`src/rtl/cordic_pkg.sv`:
```
// rtl/cordic_pkg.sv - shared types and defaults for the CORDIC request scheduler
//
// Contents:
//   sched_state_e           2-bit scheduler state encoding
//   DEFAULT_DATA_WIDTH      width of x, y, magnitude and angle
//   DEFAULT_ITERATION_WIDTH width of the iteration-count field
//   DEFAULT_TIMEOUT_CYCLES  BUSY cycle budget before an operation is aborted
package cordic_pkg;

    typedef enum logic [1:0] {
        ST_IDLE    = 2'd0,
        ST_ISSUE   = 2'd1,
        ST_BUSY    = 2'd2,
        ST_RESPOND = 2'd3
    } sched_state_e;

    localparam int DEFAULT_DATA_WIDTH      = 16;
    localparam int DEFAULT_ITERATION_WIDTH = 4;
    localparam int DEFAULT_TIMEOUT_CYCLES  = 64;

endpackage

```
`src/rtl/cordic_req_scheduler_rr_arbiter.sv`:
```
// rtl/cordic_req_scheduler_rr_arbiter.sv - combinational round-robin arbiter
//
// Ports:
//   req      in   NUM_REQ          request vector
//   ptr      in   clog2(NUM_REQ)   highest-priority index
//   grant    out  NUM_REQ          one-hot grant (all zero when no request)
//   idx      out  clog2(NUM_REQ)   encoded grant index
//   any_req  out  1                some request bit is set
module rr_arbiter #(
    parameter int NUM_REQ = 4
) (
    input  logic [NUM_REQ-1:0]         req,
    input  logic [$clog2(NUM_REQ)-1:0] ptr,
    output logic [NUM_REQ-1:0]         grant,
    output logic [$clog2(NUM_REQ)-1:0] idx,
    output logic                       any_req
);

    localparam int IDX_W = $clog2(NUM_REQ);

    logic [IDX_W-1:0] cand;

    // Scan from ptr upwards, wrapping; the first set bit wins.
    always_comb begin
        grant   = '0;
        idx     = '0;
        any_req = 1'b0;
        cand    = '0;
        for (int i = 0; i < NUM_REQ; i++) begin
            cand = IDX_W'((int'(ptr) + i) % NUM_REQ);
            if (!any_req && req[cand]) begin
                grant[cand] = 1'b1;
                idx         = cand;
                any_req     = 1'b1;
            end
        end
    end

endmodule

```
`src/rtl/cordic_req_scheduler.sv`:
```
// rtl/cordic_req_scheduler.sv - shares one CORDIC vectoring core among NUM_REQ requesters
//
// Ports:
//   clk, rst                  clock, asynchronous active-low reset
//   req_valid/req_ready       per-requester request handshake (ready is one-hot grant)
//   req_x/req_y/req_n         packed operands, slice i belongs to requester i
//   core_start                one-cycle start pulse to the core
//   core_x/core_y/core_n      latched operands
//   core_done/mag/angle       core completion and results
//   resp_valid/resp_ready     one-hot response handshake to the owner
//   resp_mag/resp_angle       held results
//   resp_err                  response is a timeout abort
//   spurious_done             sticky: core_done seen outside BUSY
module cordic_req_scheduler
    import cordic_pkg::*;
#(
    parameter int NUM_REQ         = 4,
    parameter int DATA_WIDTH      = DEFAULT_DATA_WIDTH,
    parameter int ITERATION_WIDTH = DEFAULT_ITERATION_WIDTH,
    parameter int TIMEOUT_CYCLES  = DEFAULT_TIMEOUT_CYCLES
) (
    input  logic                               clk,
    input  logic                               rst,
    input  logic [NUM_REQ-1:0]                 req_valid,
    output logic [NUM_REQ-1:0]                 req_ready,
    input  logic [NUM_REQ*DATA_WIDTH-1:0]      req_x,
    input  logic [NUM_REQ*DATA_WIDTH-1:0]      req_y,
    input  logic [NUM_REQ*ITERATION_WIDTH-1:0] req_n,
    output logic                               core_start,
    output logic [DATA_WIDTH-1:0]              core_x,
    output logic [DATA_WIDTH-1:0]              core_y,
    output logic [ITERATION_WIDTH-1:0]         core_n,
    input  logic                               core_done,
    input  logic [DATA_WIDTH-1:0]              core_mag,
    input  logic [DATA_WIDTH-1:0]              core_angle,
    output logic [NUM_REQ-1:0]                 resp_valid,
    input  logic [NUM_REQ-1:0]                 resp_ready,
    output logic [DATA_WIDTH-1:0]              resp_mag,
    output logic [DATA_WIDTH-1:0]              resp_angle,
    output logic                               resp_err,
    output logic                               spurious_done
);

    localparam int IDX_W = $clog2(NUM_REQ);
    localparam int CNT_W = $clog2(TIMEOUT_CYCLES) + 1;
    // The counter is cleared in ISSUE and reaches TIMEOUT_CYCLES-1 on the edge
    // leaving the last BUSY cycle, so the abort response appears exactly
    // TIMEOUT_CYCLES cycles after ISSUE.
    localparam logic [CNT_W-1:0] CNT_LAST = CNT_W'(TIMEOUT_CYCLES - 2);

    sched_state_e               state_q, state_d;
    logic [IDX_W-1:0]           ptr_q, ptr_d;
    logic [IDX_W-1:0]           owner_q, owner_d;
    logic [DATA_WIDTH-1:0]      core_x_q, core_x_d;
    logic [DATA_WIDTH-1:0]      core_y_q, core_y_d;
    logic [ITERATION_WIDTH-1:0] core_n_q, core_n_d;
    logic [DATA_WIDTH-1:0]      resp_mag_q, resp_mag_d;
    logic [DATA_WIDTH-1:0]      resp_angle_q, resp_angle_d;
    logic                       resp_err_q, resp_err_d;
    logic [NUM_REQ-1:0]         resp_valid_q, resp_valid_d;
    logic [CNT_W-1:0]           cnt_q, cnt_d;
    logic                       spurious_q, spurious_d;

    logic [NUM_REQ-1:0]         grant;
    logic [IDX_W-1:0]           grant_idx;
    logic                       any_req;
    logic [NUM_REQ-1:0]         owner_onehot;

    logic [DATA_WIDTH-1:0]      x_arr [NUM_REQ];
    logic [DATA_WIDTH-1:0]      y_arr [NUM_REQ];
    logic [ITERATION_WIDTH-1:0] n_arr [NUM_REQ];

    for (genvar g = 0; g < NUM_REQ; g++) begin : g_unpack
        assign x_arr[g] = req_x[g*DATA_WIDTH +: DATA_WIDTH];
        assign y_arr[g] = req_y[g*DATA_WIDTH +: DATA_WIDTH];
        assign n_arr[g] = req_n[g*ITERATION_WIDTH +: ITERATION_WIDTH];
    end

    rr_arbiter #(
        .NUM_REQ (NUM_REQ)
    ) u_arb (
        .req     (req_valid),
        .ptr     (ptr_q),
        .grant   (grant),
        .idx     (grant_idx),
        .any_req (any_req)
    );

    assign owner_onehot = NUM_REQ'(1) << owner_q;

    always_comb begin
        state_d      = state_q;
        ptr_d        = ptr_q;
        owner_d      = owner_q;
        core_x_d     = core_x_q;
        core_y_d     = core_y_q;
        core_n_d     = core_n_q;
        resp_mag_d   = resp_mag_q;
        resp_angle_d = resp_angle_q;
        resp_err_d   = resp_err_q;
        resp_valid_d = resp_valid_q;
        cnt_d        = cnt_q;
        spurious_d   = spurious_q;
        req_ready    = '0;
        core_start   = 1'b0;

        case (state_q)
            ST_IDLE: begin
                // Gated by rst so the grant is not visible while reset is held.
                if (any_req && rst) begin
                    req_ready = grant;
                    core_x_d  = x_arr[grant_idx];
                    core_y_d  = y_arr[grant_idx];
                    core_n_d  = n_arr[grant_idx];
                    owner_d   = grant_idx;
                    ptr_d     = (grant_idx == IDX_W'(NUM_REQ - 1)) ? '0 : grant_idx + 1'b1;
                    state_d   = ST_ISSUE;
                end
            end
            ST_ISSUE: begin
                core_start = 1'b1;
                cnt_d      = '0;
                state_d    = ST_BUSY;
            end
            ST_BUSY: begin
                cnt_d = cnt_q + 1'b1;
                // done takes priority over a coincident timeout
                if (core_done) begin
                    resp_mag_d   = core_mag;
                    resp_angle_d = core_angle;
                    resp_err_d   = 1'b0;
                    resp_valid_d = owner_onehot;
                    state_d      = ST_RESPOND;
                end else if (cnt_q == CNT_LAST) begin
                    resp_mag_d   = '0;
                    resp_angle_d = '0;
                    resp_err_d   = 1'b1;
                    resp_valid_d = owner_onehot;
                    state_d      = ST_RESPOND;
                end
            end
            ST_RESPOND: begin
                if (resp_ready[owner_q]) begin
                    resp_valid_d = '0;
                    resp_err_d   = 1'b0;
                    state_d      = ST_IDLE;
                end
            end
            default: state_d = ST_IDLE;
        endcase

        if (core_done && state_q != ST_BUSY) begin
            spurious_d = 1'b1;
        end
    end

    always_ff @(posedge clk or negedge rst) begin
        if (!rst) begin
            state_q      <= ST_IDLE;
            ptr_q        <= '0;
            owner_q      <= '0;
            core_x_q     <= '0;
            core_y_q     <= '0;
            core_n_q     <= '0;
            resp_mag_q   <= '0;
            resp_angle_q <= '0;
            resp_err_q   <= 1'b0;
            resp_valid_q <= '0;
            cnt_q        <= '0;
            spurious_q   <= 1'b0;
        end else begin
            state_q      <= state_d;
            ptr_q        <= ptr_d;
            owner_q      <= owner_d;
            core_x_q     <= core_x_d;
            core_y_q     <= core_y_d;
            core_n_q     <= core_n_d;
            resp_mag_q   <= resp_mag_d;
            resp_angle_q <= resp_angle_d;
            resp_err_q   <= resp_err_d;
            resp_valid_q <= resp_valid_d;
            cnt_q        <= cnt_d;
            spurious_q   <= spurious_d;
        end
    end

    assign core_x        = core_x_q;
    assign core_y        = core_y_q;
    assign core_n        = core_n_q;
    assign resp_valid    = resp_valid_q;
    assign resp_mag      = resp_mag_q;
    assign resp_angle    = resp_angle_q;
    assign resp_err      = resp_err_q;
    assign spurious_done = spurious_q;

endmodule
```
`config.mk`:
```
export PLATFORM = sky130hd
export DESIGN_NAME = cordic_req_scheduler
export DESIGN_NICKNAME = d
export VERILOG_FILES = /design/src/rtl/cordic_pkg.sv /design/src/rtl/cordic_req_scheduler_rr_arbiter.sv /design/src/rtl/cordic_req_scheduler.sv
export SDC_FILE = /design/constraint.sdc
export NUM_CORES = 1
export LEC_CHECK = 0
export ABC_AREA = 0
export CAP_MARGIN = 20
export CORE_ASPECT_RATIO = 1.75
export CORE_MARGIN = 3
export CORE_UTILIZATION = 36
export DETAILED_ROUTE_END_ITERATION = 10
export GPL_TIMING_DRIVEN = 0
export PLACE_DENSITY = 0.78
export SETUP_SLACK_MARGIN = 0.5
export SLEW_MARGIN = 40
export SYNTH_ARGS = -nofsm -noshare
export SYNTH_HDL_FRONTEND = slang
export SYNTH_SLANG_ARGS = --single-unit
```
`constraint.sdc`:
```
create_clock -name clk -period 4.2 [get_ports clk]
set_clock_uncertainty 0.1 [all_clocks]
set_input_delay 1.26 -clock clk [delete_from_list [all_inputs] [get_ports clk]]
set_output_delay 1.26 -clock clk [all_outputs]
set_load 0.05 [all_outputs]
```
# Yosys cells after proc, flatten, opt, wreduce, memory -nomap -nowiden
# Cells that the tools add are included.
totals:
  word_cells: 121
  out_inout_bits: 79
  register_bits: 87
op_classes:
  bitwise: 4
  n_addsub: 5
  n_mux: 60
  eq_ne: 9
  shift: 1
  reduce_logical: 20
  order_cmp: 10
op_table:
  columns: ["op", "count"]
  rows:
  - ["16-bit 2-to-1 mux", 7]
  - ["16-bit binary-select mux with 2-bit select", 2]
  - ["4-bit 2-to-1 mux", 11]
  - ["2-bit 2-to-1 mux", 9]
  - ["1-bit 2-to-1 mux", 17]
  - ["2-bit by 3-bit < comparator with 1-bit output (second input constant)", 5]
  - ["7-bit one-hot mux with 2 select lines", 1]
  - ["4-bit OR", 3]
  - ["1-bit binary-select mux with 2-bit select", 5]
  - ["1-bit logical AND", 9]
  - ["4-bit binary-select mux with 2-bit select", 1]
  - ["1-bit demux with 2-bit select", 4]
  - ["2-bit by 1-bit greater-or-equal comparator with 1-bit output (second input constant)", 4]
  - ["2-bit one-hot mux with 4 select lines", 1]
  - ["4-bit one-hot mux with 2 select lines", 1]
  - ["7-bit by 1-bit adder with 7-bit output (second input constant)", 1]
  - ["7-bit by 6-bit == test with 1-bit output (second input constant)", 1]
  - ["2-bit == test (second input constant)", 3]
  - ["2-bit != test (second input constant)", 3]
  - ["3-bit AND reduction", 2]
  - ["2-bit nonzero test", 3]
  - ["2-bit by 1-bit adder with 2-bit output (second input constant)", 2]
  - ["2-bit adder (second input constant)", 2]
  - ["2-bit AND reduction", 2]
  - ["other kinds (8)", 10]

# Depth between registers and ports, before layout
# Gate-level depths: netlist of the first run.
logic_depth:
  ltp_word: 16
  ltp_mapped: 13

# Cells and area by module
# Synthesis of the first run repeated with hierarchy kept, for this count alone.
unflattened:
  hier_cells: 342
  area_unflattened_um2: 4798.4
modules_own_cells:
  columns: ["module", "cells_per_inst", "n_inst", "area_each_um2"]
  rows:
  - ["cordic_req_scheduler", 297, 1, 4379.2]
  - ["rr_arbiter", 45, 1, 419.2]

# Worst setup path before layout of the first run
# Ideal clock, no wire load.
synth_path:
  path_type: "input port to output port"
  startpoint: "in req_valid[2]"
  endpoint: "out req_ready[0]"
  setup_slack_ns: -0.460
  required_ns: 2.840
  arrival_ns: 3.300
  path_stages: 6
  path_cell_list: "clkbuf_2 > mux4_2 > or3_1 > nor2_1 > a221oi_1 > nor2_1"
synth_between:
  elab_chain_cells: 15
  word_cells_on_any_way: 28
  classes_between: "mux: 18; bitwise: 3; reduce/logical: 7"
synth_rtl:
  columns: ["item", "line", "rtl"]
  rows:
  - ["start: declaration", "cordic_req_scheduler.sv:24", "input logic [NUM_REQ-1:0] req_valid,"]
  - ["1-bit binary-select mux with 2-bit select", "cordic_req_scheduler_rr_arbiter.sv:31", "if (!any_req && req[cand]) begin"]
  - ["1-bit 2-to-1 mux (not written as such)", "cordic_req_scheduler_rr_arbiter.sv:31", null]
  - ["1-bit 2-to-1 mux", "cordic_req_scheduler_rr_arbiter.sv:31", null]
  - ["1-bit logical NOT", "cordic_req_scheduler_rr_arbiter.sv:31", null]
  - ["1-bit logical AND", "cordic_req_scheduler_rr_arbiter.sv:31", null]
  - ["1-bit 2-to-1 mux", "cordic_req_scheduler_rr_arbiter.sv:31", null]
  - ["1-bit logical NOT", "cordic_req_scheduler_rr_arbiter.sv:31", null]
  - ["1-bit logical AND", "cordic_req_scheduler_rr_arbiter.sv:31", null]
  - ["1-bit 2-to-1 mux", "cordic_req_scheduler_rr_arbiter.sv:31", null]
  - ["1-bit logical NOT", "cordic_req_scheduler_rr_arbiter.sv:31", null]
  - ["1-bit logical AND", "cordic_req_scheduler_rr_arbiter.sv:31", null]
  - ["1-bit 2-to-1 mux", "cordic_req_scheduler_rr_arbiter.sv:31", null]
  - ["1-bit logical AND", "cordic_req_scheduler.sv:110", "if (any_req && rst) begin"]
  - ["4-bit 2-to-1 mux (*)", "cordic_req_scheduler.sv:110", null]
  - ["4-bit 2-to-1 mux (*)", "cordic_req_scheduler.sv:107", "case (state_q)"]
  - ["end: declaration", "cordic_req_scheduler.sv:25", "output logic [NUM_REQ-1:0] req_ready,"]
# Every way passes the cells marked *; elsewhere a longest branch is shown, timed or not. The select of a mux whose other input is x is not followed.

# Worst setup path in the final report of the first run
layout_path:
  startpoint: "in req_valid[2]"
  endpoint: "out req_ready[2]"
# Same word-level chain as after synthesis.

==> summary.md, run 1 <==
* status: finished with violations
* violations in the final reports: negative setup slack
* post-route insts no fill: 1015
* core utilization of the finished layout: 62.61%
* Synth-to-Final Area Change: 67.78%
* design area: 8511 um2
* Clock transition at path regs: 0.07 ns
* actual slew at the worst max-slew pin: 0.6097 ns
* clock buffer count from CTS: 9
* adder-cell area share of the yosys netlist: 3.453%
* clock root buffer: clkbuf_16
* final slew viol count: 0
* Die Outline Area: 15610 um2
* GRT overflow: 0
* final wirelength: 19.01 mm
* count of flip-flops with a built-in enable after synthesis: 0
* largest family of logic cells by synthesized area: compound AO/OA/AOI/OAI gates
* netlist area before placement: 5072 um2
* vias per inst: 5.435
* final worst-path cycle share: 102.0%
* post-synthesis async set-or-reset flop share: 100.0%
* ant diodes: 0
* total number of yosys warnings: 0
* type of the worst min-delay path: flop to flop
* unrepaired setup endpoints after global routing: true
* internal power of the cells: 0.003645 W
* commonest cells after routing, fill and taps aside: 256 x clkdlybuf4s50_1, 157 x nand2_1, 86 x dfrtp_1
* net switching fraction of the power: 50.16%
* Hold Path Origin: spurious_done
* number of design-rule violations left by the first detailed-router iteration: 292
* number of buffers between clock root and the deepest sink: 2
* Top-Level Pins: 266
* count of state elements after synthesis: 87
* Critical Path Source: req_valid[2]
* data arrival time of the critical path: 2.92 ns
* number of remaining DRC errors: 0
* starting utilization of the core area: 37.32%
* H-Tree Depth: 3
* hold violation count in the final report: 0
* post-layout net count: 1037
* CP Max Fanout: 5
* post-synth cell types: 45
* sort of element at the end of the critical path: output pin
* Fill cells: 1122
* global-route wire length before repair: 29.12 mm
* vias in the first global route: 5745
* aggregate global-route resource usage: 24.01%
* Final Total Pwr: 0.007313 W
* half-perimeter wire length after placement: 14.97 mm
* pwr dens: 859.3 nW/um2
* critical path class: input pin to output pin
* via total after detailed routing: 5517
* TritonCTS clock tree: yes
* crit path launch type: input pin
* area of the core: 13590 um2
* DIE WIDTH: 95.73 um
* number of antenna violations at the first check in global routing: 0
* Cells on Worst Hold Path: 1
* sequential fraction of the synthesis area: 42.92%
* cell depth of the worst flop-to-flop path: 14
* post-synthesis mux area share: 3.108%
* max-cap violations: 0
* pin count of the biggest net entering global routing: 62
* area of the multi-input gates: 2623 um2
* Seq pwr share: 19.8%
* total net switching power: 0.003668 W
* latest clock arrival within the worst-skew pair: 0.34 ns
* compound-gate portion of the synthesized area: 22.59%
* share of power burned in the clock network: 10.8%
* post-placement cell count: 987
* detail-routed net length per standard cell: 18.73 um
* Post-Synth XOR/XNOR Area: 0.1727%
* most common cell after layout, fill and taps aside: clkdlybuf4s50_1
* area of all sequential standard cells: 2178 um2
* cells after synthesis: 548
* share of final-layout standard cells stronger than drive strength 1: 11.65%
* Fmax achieved: 233.4 MHz
* nets in the synthesized netlist: 749
* Worst Setup Slack, final: -0.08422 ns
* # setup viols final: 4
* cell row count: 56
* Comb power frac: 69.5%
* area post-placement: 8023 um2
* average instance area after synthesis: 9.256 um2
* Chip Height: 163.0 um
* time the worst path needs with I/O delays and setup: 4.284 ns
* buffers added on ports: 264
* maximum vdd drop: 0.4274 mV
* global placement routability congestion: 0.9341
* required time of the critical path: 2.84 ns
* remaining antenna violation count: 0
* simple logic cell fraction of the synthesized area: 20.50%
* commonest register cell after synthesis: dfrtp_1
* worst-case headroom to the max-slew limit: 59.35%
* r2r startpoint: ptr_q[1]
* pre-CTS setup slack: -1.326 ns
* Detailed Routing Iterations Pass 1: 5
* number of sinks handled by clock tree synthesis: 87
* LEAKAGE: 3.578 nW
cell usage after synthesis, types with 2 or more instances:
cell type,n,area (um2)
a21boi_0,2,15.01
a21oi_1,6,30.03
a221o_1,2,20.02
a221oi_1,4,35.03
a22o_1,69,604.3
a22oi_1,6,45.04
a31oi_1,37,231.5
buf_2,14,70.07
buf_6,17,191.4
clkbuf_1,12,45.04
dfrtp_1,87,2177
ha_1,14,175.2
inv_1,11,41.29
mux2_2,3,33.78
mux2i_1,2,20.02
mux4_2,4,90.09
nand2_1,157,589.3
nand2b_1,2,12.51
nand3_1,4,20.02
nand3b_1,38,285.3
nor2_1,17,63.81
nor2b_1,3,18.77
nor3b_1,2,15.01
o21a_1,2,15.01
o21ai_0,11,55.05
o22ai_1,2,12.51
or3_1,2,12.51
power groups by stage:
stage / logic [W] / registers, W / clock network [W]
after CTS: 0.00507 / 0.00145 / 0.000811
after global placement: 0.00480 / 0.00145 / 0
after floorplan: 0.00223 / 0.00255 / 0
after detailed placement: 0.00490 / 0.00147 / 0
final: 0.00508 / 0.00145 / 0.000786
after global routing: 0.00542 / 0.00149 / 0.000848
stage by stage:
step	TNS (ns)	hold slack (ns)
final	-0.3293	0.3680
after global routing	-0.5334	0.3921
after CTS	-0.5301	0.3717
after detailed placement	-5.360	0.3565
after global placement	-213.28	0.3408
after floorplan	-0.07999	0.3988
sequential cells by signal, indices dropped and copies added (netlist names):
signal / count
core_y: 16
ptr_q: 2
spurious_done: 1
core_n: 4
state_q: 2
core_x: 16
resp_valid: 4
resp_angle: 16
resp_err: 1
cnt_q: 7
resp_mag: 16
owner_q: 2
cell type report:
class	count	share of cell area [%]
inverter	12	0.5734
multi-input combinational	403	30.81
clock buffer	9	2.646
tap	174	2.558
buffer	46	4.322
clock inverter	7	0.8086
sequential	87	25.60
timing repair buffer	277	32.68
timing repair:
action                     4_1_cts  5_1_grt
pin swaps                        5        5
buffers inserted                11        1
setup endpoints to repair       15        4
hold buffers                     0        0
resized for setup               64        3
kinds of logic (layout without fill, tap and decap cells):
logic type | after synthesis | after routing
and+or+nand+nor | 228 | 228
AOI/OAI and AO/OA | 150 | 150
DFF | 87 | 87
buffers and inverters | 58 | 351
adders and majority gates | 14 | 14
muxes | 10 | 10
xor gates and xnor gates | 1 | 1
layer usage:
| metal | GRT usage [%] | routed length (um) |
|---|---|---|
| met5 | 0 | 0 |
| met2 | 44.82 | 10510 |
| met1 | 24.69 | 6312 |
| met3 | 6.636 | 1740 |
| met4 | 8.873 | 454 |
final timing paths:
kind / end / slack [ns]
max in group asynchronous: core_x[8] / 2.73
max: req_ready[2] / -0.08
min: spurious_done / 0.37
min reg2reg: spurious_done / 0.37
min in group asynchronous: resp_mag[3] / 0.69
max reg2reg: ptr_q[1] / 0.91
worst max-delay path: stages:
cell	delay (ns)
clkbuf_16	0.13
mux4_2	0.52
or3_4	0.37
o211ai_2	0.18
buf_6	0.14
buf_12	0.13
nor2_4	0.04
buf_8	0.15
Power figures use the tool's default switching activity.
==> inputs of run 2 (changes only) <==
--- a/config.mk
+++ b/config.mk
@@ -10,6 +10,7 @@
 export CORE_ASPECT_RATIO = 1.75
 export CORE_MARGIN = 3
 export CORE_UTILIZATION = 36
+export CTS_CLUSTER_SIZE = 12
 export DETAILED_ROUTE_END_ITERATION = 10
 export GPL_TIMING_DRIVEN = 0
 export PLACE_DENSITY = 0.78
==> results of run 2 <==
Final layout, timing and power as in run 1 (identical DEF).
==> inputs of run 3 (changes only) <==
--- a/config.mk
+++ b/config.mk
@@ -7,13 +7,12 @@
 export LEC_CHECK = 0
 export ABC_AREA = 0
 export CAP_MARGIN = 20
-export CORE_ASPECT_RATIO = 1.75
 export CORE_MARGIN = 3
-export CORE_UTILIZATION = 36
+export CORE_UTILIZATION = 40
 export CTS_CLUSTER_SIZE = 12
 export DETAILED_ROUTE_END_ITERATION = 10
 export GPL_TIMING_DRIVEN = 0
-export PLACE_DENSITY = 0.78
+export PLACE_DENSITY = 0.82
 export SETUP_SLACK_MARGIN = 0.5
 export SLEW_MARGIN = 40
 export SYNTH_ARGS = -nofsm -noshare
==> constraint.sdc (replaced) <==
create_clock -name clk -period 4.3 [get_ports clk]
set_clock_uncertainty 0.1 [all_clocks]
set_input_delay 1.29 -clock clk [delete_from_list [all_inputs] [get_ports clk]]
set_output_delay 1.29 -clock clk [all_outputs]
set_load 0.05 [all_outputs]
==> run 3 against run 2 <==
Compared with the run above: the flow still finishes with violations (negative setup slack); total power shrank 1.1%; worst hold slack got worse by 0.0090 ns; register-to-register slack about the same; critical path type unchanged; largest power group unchanged; highest routed layer unchanged.
==> summary.md, run 3 (synthesis gave the netlist of run 1 again) <==
* vias per inst: 5.293, was 5.435
* data arrival time of the critical path: 2.94 ns, was 2.92 ns
* Hold-fix buffers, CTS: 0, unchanged
* actual slew at the worst max-slew pin: 0.5936 ns, was 0.6097 ns
* unrepaired setup endpoints after global routing: true, unchanged
* clock buffer count from CTS: 9, unchanged
* number of design-rule violations left by the first detailed-router iteration: 288, was 292
* detail-routed net length per standard cell: 18.23 um, was 18.73 um
* pwr dens: 842.4 nW/um2, was 859.3 nW/um2
* commonest cells after routing, fill and taps aside: 256 x clkdlybuf4s50_1, 157 x nand2_1, 85 x dfrtp_1, was 256 x clkdlybuf4s50_1, 157 x nand2_1, 86 x dfrtp_1
* status: finished with violations, unchanged
* Synth-to-Final Area Change: 69.31%, was 67.78%
* hold violation count in the final report: 0, unchanged
* half-perimeter wire length after placement: 14.46 mm, was 14.97 mm
* required time of the critical path: 2.91 ns, was 2.84 ns
* share of final-layout standard cells stronger than drive strength 1: 12.38%, was 11.65%
* Clock transition at path regs: 0.06 ns, was 0.07 ns
* number of buffers between clock root and the deepest sink: 2, unchanged
* LEAKAGE: 3.616 nW, was 3.578 nW
* Fmax achieved: 231.1 MHz
* DIE WIDTH: 118.6 um, was 95.73 um
* area post-placement: 8015 um2, was 8023 um2
* buffers plus inverters on the worst setup path: 3, was 4
* aggregate negative setup slack: -0.08864 ns, was -0.3293 ns
* Fill cells: 965, was 1122
* latest clock arrival within the worst-skew pair: 0.33 ns, was 0.34 ns
* sequence of cells on the critical path: clkbuf_16 -> mux4_2 -> buf_4 -> nor2b_4 -> a22oi_1 -> nor2_1 -> a221oi_2 -> nor2_4 -> buf_6, was clkbuf_16 -> mux4_2 -> or3_4 -> o211ai_2 -> buf_6 -> buf_12 -> nor2_4 -> buf_8
* clock root buffer: clkbuf_16, unchanged
* CP Max Fanout: 5, unchanged
* max-cap violations: 0, unchanged
* # setup viols final: 4, unchanged
* number of remaining DRC errors: 0, unchanged
* final worst-path cycle share: 100.6%
* via total after detailed routing: 5378, was 5517
* core utilization of the finished layout: 70.33%, was 62.61%
* type of the worst min-delay path: flop to flop, unchanged
* most common cell after layout, fill and taps aside: clkdlybuf4s50_1, unchanged
* cell row count: 40, was 56
* global-route wire length before repair: 28.66 mm, was 29.12 mm
* vias in the first global route: 5558, was 5745
* Detailed Routing Iterations Pass 1: 5, unchanged
* Die Outline Area: 14070 um2, was 15610 um2
* Worst Setup Slack, final: -0.02703 ns, was -0.08422 ns
* sort of element at the end of the critical path: output pin, unchanged
* final wirelength: 18.52 mm, was 19.01 mm
* crit path launch type: input pin, unchanged
* number of antenna violations at the first check in global routing: 0, unchanged
* number of sinks handled by clock tree synthesis: 87, unchanged
* GRT overflow: 0, unchanged
* final slew viol count: 0, unchanged
* Largest stage delay, worst path: 0.46 ns, was 0.52 ns
* final worst hold slack: 0.3590 ns, was 0.3680 ns
* H-Tree Depth: 3, unchanged
* maximum vdd drop: 0.4113 mV, was 0.4274 mV
* CP top delay family: multiplexers, was buffers and inverters
* pin count of the biggest net entering global routing: 52, was 62
* global placement routability congestion: 0.8520, was 0.9341
* post-layout net count: 1044, was 1037
* design area: 8588 um2, was 8511 um2
* ant diodes: 0, unchanged
* Chip Height: 118.6 um, was 163.0 um
* buffers added on ports: 264, unchanged
* remaining antenna violation count: 0, unchanged
* aggregate global-route resource usage: 25.41%, was 24.01%
* area of the core: 12210 um2, was 13590 um2
* worst-case headroom to the max-slew limit: 60.31%, was 59.35%
* Top-Level Pins: 266, unchanged
* TritonCTS clock tree: yes, unchanged
* starting utilization of the core area: 41.54%, was 37.32%
* time the worst path needs with I/O delays and setup: 4.327 ns
* critical path class: input pin to output pin, unchanged
* crit path max-delay cell type: mux4_2, unchanged
* violations in the final reports: negative setup slack, unchanged
[run 3: metrics by stage]
step	std cells	setup WS (ns)	total power, W
final	1016	-0.02703	0.007235
after floorplan	548	0.01869	0.004668
after global routing	1016	-0.08963	0.007644
after CTS	1007	-0.06918	0.007147
after detailed placement	981	-1.230	0.006160
after global placement	980	-3.545	0.006048
[run 3: cell type report]
cell class / count / area [um2] / share of cell area [%]
clock inverters: 6 / 92.59 / 1.078
clock buffers: 10 / 229.0 / 2.666
multi-input cells: 403 / 2619 / 30.49
inverters: 12 / 52.55 / 0.6119
flip-flops and latches: 87 / 2180 / 25.38
repair buffers: 284 / 2830 / 32.95
plain buffers: 46 / 375.4 / 4.371
well taps: 168 / 210.2 / 2.448
[run 3: routing by layer]
metal  track usage, %  vias up  part of all wire (%)  routed length (um)
li1                 -     2551                     -                   -
met1            27.16     2566                    38                6991
met2            46.64      230                    51                9516
met3            8.804       31                   8.7                1611
met4            8.110        0                   2.1                 397
met5                0        -                     0                   0
[run 3: path summary, 6_finish.rpt]
path / startpoint / to / slack [ns] / cells after the start
worst max-delay path: req_valid[2] / req_ready[1] / -0.03 / 9
worst min-delay path: spurious_done / spurious_done / 0.36 / 1
worst min register to register: spurious_done / spurious_done / 0.36 / 1
worst max register to register: ptr_q[1] / ptr_q[1] / 0.90 / 14
min in group asynchronous: rst / resp_mag[11] / 0.76 / 1
max in group asynchronous: rst / core_y[3] / 2.77 / 2
[run 3: timing repair]
item | in CTS | in global routing
setup endpoints to repair | 6 | 4
pin swaps | 5 | 3
buffers inserted | 10 | 9
resized for setup | 62 | 7
[run 3: report_power, final]
part	internal, W	leakage, nW	switching, W
clock	0.000514	0.150	0.000332
sequential	0.00118	1.09	0.000233
combinational	0.00202	2.38	0.00295
total	0.00372	3.62	0.00352
